<file path="config.mk">
export PLATFORM = sky130hd
export DESIGN_NAME = stopwatch_lap_capture
export DESIGN_NICKNAME = d
export VERILOG_FILES = /design/src/rtl/stopwatch_lap_capture.sv
export SDC_FILE = /design/constraint.sdc
export NUM_CORES = 1
export LEC_CHECK = 0
export CORE_MARGIN = 2
export CORE_UTILIZATION = 45
export DETAILED_ROUTE_END_ITERATION = 10
export PLACE_DENSITY = 0.71
export SLEW_MARGIN = 0
export SYNTH_ARGS = -nofsm -noshare
export SYNTH_HDL_FRONTEND = slang
export SYNTH_SLANG_ARGS = --single-unit
</file>
<file path="constraint.sdc">
create_clock -name clk -period 2.26 [get_ports clk]
set_input_delay 0.452 -clock clk [delete_from_list [all_inputs] [get_ports clk]]
set_output_delay 0.452 -clock clk [all_outputs]
set_load 0.01 [all_outputs]
</file>
<file path="src/rtl/stopwatch_lap_capture.sv">
// Lap-capture FIFO for a wrapping stopwatch count; define LAP_DELTA_EN to store
// split times (delta from the previous lap) instead of absolute lap times.
module stopwatch_lap_capture #(
    parameter int DATA_WIDTH = 16,
    parameter int MAX        = 99,
    parameter int DEPTH      = 4
) (
    input  logic                         clk,
    input  logic                         reset,
    input  logic [DATA_WIDTH-1:0]        count,
    input  logic                         lap,
    input  logic                         clear,
    input  logic                         rd_ready,
    output logic                         rd_valid,
    output logic [DATA_WIDTH-1:0]        rd_data,
    output logic [$clog2(DEPTH+1)-1:0]   level,
    output logic                         full,
    output logic                         empty,
    output logic                         overflow
);

    localparam int PW = (DEPTH > 1) ? $clog2(DEPTH) : 1;
    localparam int LW = $clog2(DEPTH + 1);

    if (DEPTH < 2 || (DEPTH & (DEPTH - 1)) != 0 || MAX < 0 ||
        longint'(MAX) >= (longint'(1) << DATA_WIDTH)) begin : g_param_check
        $error("stopwatch_lap_capture: DEPTH must be a power of two >= 2 and MAX must fit DATA_WIDTH");
    end

    logic [DATA_WIDTH-1:0] mem [DEPTH];
    logic [PW-1:0]         wr_ptr;
    logic [PW-1:0]         rd_ptr;
    logic [LW-1:0]         level_q;
    logic                  overflow_q;
    logic                  pop;
    logic                  push;
    logic [DATA_WIDTH-1:0] entry;

    // Handshake: the head entry transfers on a rising edge where rd_valid and
    // rd_ready are both high; rd_data is valid combinationally whenever rd_valid is.
    assign empty    = (level_q == '0);
    assign full     = (level_q == LW'(DEPTH));
    assign rd_valid = !empty;
    assign rd_data  = mem[rd_ptr];
    assign level    = level_q;
    assign overflow = overflow_q;

    assign pop  = rd_valid && rd_ready;
    assign push = lap && (!full || pop);

`ifdef LAP_DELTA_EN
    localparam logic [DATA_WIDTH-1:0] SPAN = DATA_WIDTH'(MAX + 1);

    logic [DATA_WIDTH-1:0] prev_q;

    // A count below the reference means the stopwatch wrapped since the last lap.
    always_comb begin
        entry = count - prev_q;
        if (count < prev_q) begin
            entry = count + SPAN - prev_q;
        end
    end

    always_ff @(posedge clk or posedge reset) begin
        if (reset) begin
            prev_q <= '0;
        end else if (clear) begin
            prev_q <= '0;
        end else if (lap) begin
            prev_q <= count;
        end
    end
`else
    always_comb begin
        entry = count;
    end
`endif

    always_ff @(posedge clk or posedge reset) begin
        if (reset) begin
            wr_ptr     <= '0;
            rd_ptr     <= '0;
            level_q    <= '0;
            overflow_q <= 1'b0;
        end else if (clear) begin
            wr_ptr     <= '0;
            rd_ptr     <= '0;
            level_q    <= '0;
            overflow_q <= 1'b0;
        end else begin
            if (push) begin
                wr_ptr <= wr_ptr + 1'b1;
            end
            if (pop) begin
                rd_ptr <= rd_ptr + 1'b1;
            end
            case ({push, pop})
                2'b10:   level_q <= level_q + 1'b1;
                2'b01:   level_q <= level_q - 1'b1;
                default: level_q <= level_q;
            endcase
            if (lap && !push) begin
                overflow_q <= 1'b1;
            end
        end
    end

    // Storage is not reset; a stray write during reset lands in discarded space.
    always_ff @(posedge clk) begin
        if (push && !clear) begin
            mem[wr_ptr] <= entry;
        end
    end

endmodule

</file>
==> run metrics <==
Final Max Tran Viols 0; M1 wire length 2.10 mm; Post-synth EDFFs between 60 and 70; Rows 29; DR vias 1544; vias in the first global route 1633; RSZ-0062 raised after global routing false; placed cells around 270; DR DRC count 0; count of cell types in the netlist 29; Clock Root Buffer clkbuf_8; Longest Clk Path Bufs 2; MaxCap Viol Count 0; flops & latches, synth 72; power per cell area 847 nW/um^2; Die X 84.1 um; max_slew headroom 0.694; number of synthesis warnings 0; antenna viol nets, final 0; Pre-Repair DR Iteration Count 4; Area contributors post-synth edfxtp_1 67%, mux4_2 12%, dfrtp_1 6.9%; Initial Utilization 0.460; WS Path Type reg2out; n_diodes 0; Worst-path clk slew 0.07 ns; initial antenna violation count 0; Achievable Freq 0.460 GHz; r2r setup slk 0.28 ns; final period utilization 0.961; worst vdd ir around 390 uV; WHS 0.370 ns; Vias per Instance 5.29; fraction of layout cells with a size suffix above 1 0.237; Top FF cell, synth edfxtp_1; Hold Buf Count CTS 0; layout filler cell count 504; Worst-Margin Slew 0.458 ns; non-filler cells, final 292; CTS Buf Count 9; final setup vio count 0; DP Area ~3500 um^2; Layout area overhead 29.0%; first-pass GRT wire length 8.47 mm; WP data arrival around 1.7 ns; CP Data Required Time 1.81 ns; leading area contributor after synthesis edfxtp_1; Final nets around 240; final setup skew 0.00738 ns; syn_nets 175; Setup crit start kind flip-flop; port buffer count 43; DR WL/cell 17.5 um; CTS tree done; GP Congestion 0.828; Final HPWL DP 3.30 mm; post-synthesis sequential area ratio 0.735; synthesized area 2890 um^2; Clk Latency, worst-skew pair 0.34 ns; CP Capture Type output pin; Worst Setup SP rd_ptr[0]$_DFFE_PP0P_; Total Wirelength around 5.1 mm; CTS Sinks 72; # IOs 44; Setup crit end rd_data[14]; met3 WL 255 um; Tmin final roughly 2.2 ns; largest net degree at the start of global routing 18; die area 7070 um^2; core area 6280 um^2; grt total ovfl 0; worst reg2reg endpoint level[2]$_DFFE_PP0P_; post-layout instance area 3720 um^2; Crit Reg-Reg Startpoint level[1]$_DFFE_PP0P_; cell leakage power 1.31 nW; DRT iter0 DRCs 67; Final Hold Fails 0; Worst Hold Class in2async; H-tree depth 3; Reg2Reg Depth 7; worst-path fanout max 17; Met2 Wirelength 2.68 mm; top layer in use met4; GRT Total Usage 0.160; Post-synth ARST share 0.111; post-synth top area share 0.666; Syn Area/Cell 19.4 um^2; Synth Instances roughly 150; die height 84.1 um; status completed
[layer usage]
layer	track usage	up-vias
li1	-	709
met1	0.192	784
met2	0.264	43
met3	0.0544	8
met4	0.0674	0
met5	0	-
[layout make-up]
class	count	area, um^2	share of cell area
clock buffers	10	128	0.0343
well taps	77	96.3	0.0259
inverters	6	22.5	0.00605
flip-flops and latches	72	2120	0.570
repair buffers	58	563	0.151
clock inverters	6	82.6	0.0222
multi-input cells	63	708	0.190
[cell usage after synthesis, types with 3 or more instances]
cell      number
mux4_2        16
inv_1          5
a31oi_1        3
nor2_1        10
buf_2          5
edfxtp_1      64
xor2_1         3
dfrtp_1        8
and2_1         4
nand3_1        3
ha_1           4
[power by group]
group	total, mW	switching, mW	internal [mW]
combinational	0.556	0.254	0.302
clock	1.07	0.449	0.618
sequential	1.53	0.0262	1.51
[registers in the layout, summed over array words and instances, names as in the netlist]
register,cells
overflow,1
rd_ptr,2
level,3
wr_ptr,2
mem,64
[how the worst min path moves through the flow]
stage	startpoint	to	slack, ns	cells past startpoint
floorplan	reset	level[0]$_DFFE_PP0P_	0.27	1
global placement	overflow$_DFFE_PP0P_	overflow$_DFFE_PP0P_	0.50	2
detailed placement	overflow$_DFFE_PP0P_	overflow$_DFFE_PP0P_	0.51	2
CTS	reset	overflow$_DFFE_PP0P_	0.37	2
global route	reset	wr_ptr[1]$_DFFE_PP0P_	0.39	2
finish	reset	overflow$_DFFE_PP0P_	0.37	2
[critical path, cell delays in order, from the launching register on]
cell,delay [ns]
dfrtp_1,0.37
buf_12,0.19
mux4_2,0.52
dlygate4sd2_1,0.30
[cell usage in the layout, fill, tap and decap left out, types with 2 or more instances in the layout]
| master | instances |
|---|---|
| bufinv_16 | 2 |
| buf_4 | 12 |
| dfrtp_2 | 2 |
| edfxtp_1 | 64 |
| nand3_1 | 3 |
| nor2_1 | 10 |
| clkinv_2 | 2 |
| nand2b_1 | 2 |
| dfrtp_1 | 6 |
| a31oi_1 | 3 |
| clkbuf_8 | 9 |
| dlygate4sd2_1 | 16 |
| and2_1 | 4 |
| clkdlybuf4s50_1 | 26 |
| buf_12 | 3 |
| xor2_1 | 3 |
| mux2i_1 | 2 |
| a21oi_1 | 2 |
| mux4_2 | 16 |
| ha_1 | 4 |
| inv_1 | 5 |
| nand2_1 | 2 |
[metrics by stage]
stage	TNS (ns)	power, mW	util	worst slack, ns
after global routing	0	3.30	0.593	0.000312
after detailed placement	0	2.15	0.558	0.00435
after CTS	0	3.19	0.591	0.00190
final	0	3.16	0.593	0.0875
after global placement	-0.00168	2.13	0.558	-0.00168
after floorplan	0	1.87	-	0.0766
[repair_timing]
item,CTS,global route
gates resized for setup,19,2
buffers inserted,1,1
endpoints found under the setup margin,17,2
[cell families after synthesis]
family / after synthesis / share of synthesized area
buf+inv: 14 / 0.0230
mux: 18 / 0.132
xor+xnor: 4 / 0.0121
fa+ha+maj: 5 / 0.0243
compound gates: 11 / 0.0316
flops: 72 / 0.735
simple gates: 25 / 0.0420
Power figures use the tool's default switching activity.
